--- src/rtl/sprite_palette_encoder.sv ---
// Converts an RGB888 pixel stream into palette indices and writes them to image RAM.
// One write per accepted pixel, one cycle after the transfer; the frame ends after WIDTH*HEIGHT pixels.
module sprite_palette_encoder #(
   parameter int WIDTH       = 16,
   parameter int HEIGHT      = 64,
   parameter int PAL_ENTRIES = 16,
   localparam int AW         = $clog2(WIDTH * HEIGHT),
   localparam int PW         = $clog2(PAL_ENTRIES)
) (
   input  logic          pixel_clk_in,
   input  logic          rst_n_in,
   input  logic          start_in,
   input  logic          pal_we_in,
   input  logic [PW-1:0] pal_addr_in,
   input  logic [23:0]   pal_data_in,
   input  logic          pix_valid_in,
   input  logic [23:0]   pix_rgb_in,
   output logic          pix_ready_out,
   output logic          ram_we_out,
   output logic [AW-1:0] ram_addr_out,
   output logic [7:0]    ram_data_out,
   output logic          busy_out,
   output logic          done_out,
   output logic          miss_out
);

   localparam logic [0:0]    IDLE = 1'b0;
   localparam logic [0:0]    RUN  = 1'b1;
   localparam logic [AW-1:0] LAST = AW'(WIDTH * HEIGHT - 1);

   logic [0:0]    r_state;
   logic [AW-1:0] r_count;
   logic [23:0]   r_pal [PAL_ENTRIES];
   logic          r_we;
   logic [AW-1:0] r_addr;
   logic [7:0]    r_data;
   logic          r_done;
   logic          r_miss;
   logic [7:0]    w_idx;
   logic          w_hit;
   logic          w_xfer;

   assign w_xfer        = (r_state == RUN) && pix_valid_in;
   assign pix_ready_out = (r_state == RUN);
   assign busy_out      = (r_state == RUN);
   assign ram_we_out    = r_we;
   assign ram_addr_out  = r_addr;
   assign ram_data_out  = r_data;
   assign done_out      = r_done;
   assign miss_out      = r_miss;

   // Scan from the top so the lowest matching entry wins.
   always_comb begin
      w_idx = '0;
      w_hit = 1'b0;
      for (int i = PAL_ENTRIES - 1; i >= 0; i--) begin
         if (r_pal[i] == pix_rgb_in) begin
            w_idx = 8'(i);
            w_hit = 1'b1;
         end
      end
   end

   always_ff @(posedge pixel_clk_in or negedge rst_n_in) begin
      if (!rst_n_in) begin
         for (int i = 0; i < PAL_ENTRIES; i++) r_pal[i] <= '0;
      end else if (pal_we_in && (int'(pal_addr_in) < PAL_ENTRIES)) begin
         r_pal[pal_addr_in] <= pal_data_in;
      end
   end

   always_ff @(posedge pixel_clk_in or negedge rst_n_in) begin
      if (!rst_n_in) begin
         r_state <= IDLE;
         r_count <= '0;
         r_we    <= 1'b0;
         r_addr  <= '0;
         r_data  <= '0;
         r_done  <= 1'b0;
         r_miss  <= 1'b0;
      end else begin
         r_we   <= 1'b0;
         r_done <= 1'b0;
         case (r_state)
            IDLE: begin
               if (start_in) begin
                  r_state <= RUN;
                  r_count <= '0;
                  r_miss  <= 1'b0;
               end
            end
            default: begin
               if (w_xfer) begin
                  r_we   <= 1'b1;
                  r_addr <= r_count;
                  r_data <= w_idx;
                  if (!w_hit) r_miss <= 1'b1;
                  // Counter parks on the last address; only a new start rewinds it.
                  if (r_count == LAST) begin
                     r_done  <= 1'b1;
                     r_state <= IDLE;
                  end else begin
                     r_count <= r_count + 1'b1;
                  end
               end
            end
         endcase
      end
   end

endmodule

--- config.mk ---
export PLATFORM = sky130hd
export DESIGN_NAME = sprite_palette_encoder
export DESIGN_NICKNAME = d
export VERILOG_FILES = /design/src/rtl/sprite_palette_encoder.sv
export SDC_FILE = /design/constraint.sdc
export NUM_CORES = 1
export LEC_CHECK = 0
export ABC_CLOCK_PERIOD_IN_PS = 5300
export CORE_UTILIZATION = 25
export DETAILED_ROUTE_END_ITERATION = 10
export PLACE_DENSITY = 0.39
export SLEW_MARGIN = 0
export SYNTH_ARGS = -nofsm -noshare
export SYNTH_HDL_FRONTEND = slang
export SYNTH_SLANG_ARGS = --single-unit
--- constraint.sdc ---
create_clock -name pixel_clk_in -period 5.3 [get_ports pixel_clk_in]
set_clock_uncertainty 0.2 [all_clocks]
set_input_delay 1.06 -clock pixel_clk_in [delete_from_list [all_inputs] [get_ports pixel_clk_in]]
set_output_delay 1.06 -clock pixel_clk_in [all_outputs]
set_load 0.02 [all_outputs]
Yosys cells after proc, flatten, opt, wreduce, memory -nomap -nowiden
Index checks and enable logic that the tools add are counted. W data, S select, Z words.

Register bits after elaboration: 416. Bits of input ports: 57. Output and inout port bits: 23. Word-level logic and storage cells: 105.

Add/subtract/negate cells: 1. $lt $le $gt $ge: 2. Equal/unequal tests: 20. Mux-type cells: 52. Bitwise operators: 1. Reduce and logical (&&, ||, !) cells: 6.

Operator list (count): $bwmux W384 (1); $eq A24 B24 Y1 (16); $demux W24 S4 (1); $mux W8 (12); $mux W10 (4); $mux W1 (29); $mux W24 (1); $mux W4 (4); $add A10 B1 Y10 const B (1); $eq A10 B10 Y1 const B (1); $reduce_and A3 Y1 (2); $ge A5 B5 Y1 const B (1); $lt A5 B1 Y1 const B (1); $not A4 Y5 (1); $ne A2 B2 Y1 const B (2); $logic_and A1 B1 Y1 (2); $ne A2 B1 Y1 const B (1); $reduce_and A2 Y1 (1); $reduce_bool A2 Y1 (1).

Logic depth before layout (Yosys ltp)
Word-level depth: 20. Depth in mapped cells: 10. Mapped depth without buffers: 8.

Least setup slack after synthesis
Ideal clock, no wire load.

Path type: input -> register. Start: input port pix_rgb_in[16]. End: register r_miss (netlist: miss_out). Setup time: 74 ps. Arrival time: 2568 ps. Slack: 2457 ps. Cell stages on the path: 10. Path buffers: 2. Cells stage by stage: buf_4 > buf_12 > xnor2_1 > nand4_1 > nor4_1 > nand3_2 > nand4_1 > or4_1 > nand2b_4 > a21oi_2.

Word-level cells in the longest chain between the ends: 19. Elaborated cells on any way between the ends: 34. Classes of those cells: eq/ne (17); mux (16); reduce/logical (1).

Ends and longest elaborated chain: start, declared (RTL line 17) `input logic [23:0] pix_rgb_in,`; $eq A24 B24 Y1 (RTL line 57) `if (r_pal[i] == pix_rgb_in) begin`; $mux W1 (15 in a row) (RTL line 57); $mux W1 (*) (RTL line 57); $ne A2 B2 Y1 (no source line) (*); $reduce_and A3 Y1 (no source line) (*); end signal, assigned (RTL line 80) `r_miss <= 1'b0;`; end signal, assigned (RTL line 89) `r_miss <= 1'b0;`; end signal, assigned (RTL line 97) `if (!w_hit) r_miss <= 1'b1;`; end, declared (RTL line 38) `logic r_miss;`.

Mark *: on every way between the ends. The rest lies on a longest branch, timed or not. A chain may end at the register's enable or synchronous reset.

Worst setup path in the final report
Start: input port pix_rgb_in[15]. End: register r_data[1] (netlist: ram_data_out[1]).

Word-level cells in the longest chain between the ends: 17. Elaborated cells on any way between the ends: 32. Classes of those cells: eq/ne (16); mux (16).

Ends and longest elaborated chain: $eq A24 B24 Y1 (RTL line 57); $mux W4 (4 in a row) (RTL line 57); $mux W8 (11 in a row) (RTL line 57); $mux W8 (*) (RTL line 57); end signal, assigned (RTL line 96) `r_data <= w_idx;`; end, declared (RTL line 36) `logic [7:0] r_data;`.

Marks and branches as above.

==> results.cfg <==
[floorplan]
die-area_mm2 = 0.0829
io_pins = 80
start_util = 0.253
die_h_um = 288
rows = 104
core_mm2 = 0.0807
die_w_um = 288

[logic_synthesis]
yosys.area.top_type = dfrtp_1
synth_cell_types = 47
ys_ff_latch = 412
synth_edf_count = 0
yosys-top-cells-area = dfrtp_1, mux2_2, xnor2_1
syn-cell-area_mm2 = 0.0204
synthCells = 1541
synth_top_area_frac = 0.504
synthFlopType = dfrtp_1
avgSynthCellArea_um2 = 13.3
synth_seq_area_share = 0.504
yosysWarnings = 0
synthArstFlopShare = 1.00

[placed_design]
dp_slack_ps = 824
place.gp.congestion = 0.797
port_buffers = 75
dpl-instance-area_mm2 = 0.0224
dpl.hpwl_um = 48200

[grt]
grt_max_degree = 108
grt-ovfl-total = 0
grt_pass1_wl_um = 107000
grt_pass1_vias = 13525
grtUsageTotal = 0.186
antenna_found_initial = 9

[critical_path]
path_class = input port to register
worstSetupEndpoint = ram_data_out[1]
endpoint_kind = register
critPathSlowestCell = clkdlybuf4s50_1
r2r-end = ram_data_out[1]
rr_worst_depth = 7
crit_buf_inv = 2
critPathMaxFanout = 5
crit_start = pix_rgb_in[15]
r2r_setup_slack_ps = 2360
arrival_ps = 4120
critPathLaunchType = input port
path_depth = 9
cp_top_family = buffers and inverters
path_cells = clkdlybuf4s50_1 -> buf_4 -> xnor2_1 -> nand4_1 -> nor4_1 -> nand3_2 -> a311o_1 -> a32oi_1 -> a21oi_1
cpPeakStageDelay_ps = 900
required_ps = 5560
worstReg2RegStart = r_pal[59]

[finish]
layout_commonest_cell = dfrtp_1
areaGrowthSynthToFinish_pct = 17.1
num-nets-final = 1702
finalInstanceArea_mm2 = 0.0239
drive_gt1_frac = 0.354
final_cell_mix = dfrtp_1, mux2_2, xnor2_1
multi_input_area_mm2 = 0.00928
seqCellArea_mm2 = 0.0103
fill_cells = 8271

[routing]
ant_nets = 0
drc_errors = 4
num_vias = 12629
totalWireLength_um = 75400
vias_per_cell = 4.60
drt-pass1-iter-count = 10
wl_per_cell_um = 27.5
drtIter0Drc = 645

[sta]
finalHoldViolCount = 0
drv_slew = 0
clock.fmax_mhz = 259
worstMarginPinSlew_ps = 1350
slew_headroom = 0.0957
setup-tns-final_ps = 0
holdWs_ps = 255
post-route-period-util = 0.728
setup_violations = 0
rsz0062_at_grt = no
fin_ws_ps = 1440
post-route-min-period_ps = 3860

[pwr]
combPwrFrac = 0.209
power.share.switching = 0.288
switching_power_mw = 2.81
p_int_mw = 6.95
ir_drop_uv = 249
clkPwrFrac = 0.343
leakagePower_nw = 9.81
sequentialPowerShare = 0.448
pwr_density_cell_mw_per_mm2 = 408

[cts]
cts_sinks = 412
htreeDepth = 2
clk_latency_ps = 590
cts_buffer_depth = 3
cts.clk_slew.worst_paths_ps = 60
root_buffer = clkbuf_16
cts_resized = 0
cts_tree = done
cts-buffers-inserted = 49
hold_buffers = 0
post-cts-setup-buffers = 0

[job]
drv_cap = 0

[min_path]
min_path_type = input port to asynchronous set/reset pin

[run_status]
violations = design-rule violations
status = finished, violations left
==> worst min-delay path by stage <==
stage               slack, ps         endpoint       startpoint  depth (start not counted)
floorplan                 270       r_count[8]       r_count[8]                          1
global placement          290  ram_addr_out[2]  ram_addr_out[2]                          1
detailed placement        300  ram_addr_out[3]  ram_addr_out[3]                          1
CTS                       280        r_pal[53]         rst_n_in                          1
global route              300        r_pal[64]         rst_n_in                          1
finish                    260        r_pal[64]         rst_n_in                          1
==> power groups by stage <==
stage,Combinational (mW),Sequential [mW],Clock [mW]
final,2.04,4.37,3.34
after global routing,2.23,4.47,3.58
after CTS,2.08,4.37,3.46
after detailed placement,2.06,4.43,0
after global placement,2.06,4.41,0
after floorplan,1.45,4.33,0
==> worst reg2reg max path: cells and delay by family, from the launching register on <==
kind,cells,cell delay (ps)
AO/OA/AOI/OAI,3,670
XOR/XNOR,1,340
flip-flops,1,390
AND/OR/NAND/NOR,3,1210
==> logic make-up after synthesis <==
family	share of synthesized area
buffers and inverters	0.0444
other	0.000183
AND/OR/NAND/NOR	0.0588
adder cells (fa/ha/maj)	0.000612
AO/OA/AOI/OAI	0.00698
XOR/XNOR	0.167
multiplexers	0.218
flip-flops	0.504
==> final cells by class <==
| type | count | area share |
|---|---|---|
| Clock inverter | 8 | 0.00288 |
| Inverter | 4 | 0.000627 |
| Clock buffer | 79 | 0.0627 |
| Multi-Input combinational cell | 1011 | 0.388 |
| Timing Repair Buffer | 166 | 0.0595 |
| Tap cell | 1060 | 0.0554 |
| Antenna cell | 5 | 0.000523 |
| Sequential cell | 412 | 0.431 |
==> metal layers <==
layer | GRT usage | routed length [um]
met2 | 0.305 | 35800
met4 | 0.0636 | 2380
met3 | 0.0320 | 3360
met1 | 0.246 | 33900
met5 | 0 | 0
==> synth_stat cells, drive strengths merged (2+ instances only) <==
master   instances
xor2           172
o2111ai          2
nor2            24
a21oi            7
nand2           16
dfrtp          412
nor3b            2
and3             3
xnor2          216
clkbuf          61
nor3             8
o21ai            4
inv              4
nor4            53
nor2b            2
nand3           15
nand4           62
mux2           395
nand2b           5
or3              6
nand3b           3
buf             56
==> per-stage QoR <==
step	power [mW]	cells	util
after floorplan	5.77	1544	-
after global placement	6.46	2653	0.277
after detailed placement	6.49	2653	0.277
after CTS	9.91	2740	0.297
after global routing	10.3	2740	0.297
final	9.76	2745	0.297
==> registers in the layout (all words and copies together), names as in the netlist <==
signal        flops
ram_addr_out     10
ram_we_out        1
done_out          1
ram_data_out      4
busy_out          1
miss_out          1
r_count          10
r_pal           384
No activity file was read; power rests on OpenSTA's default activity.
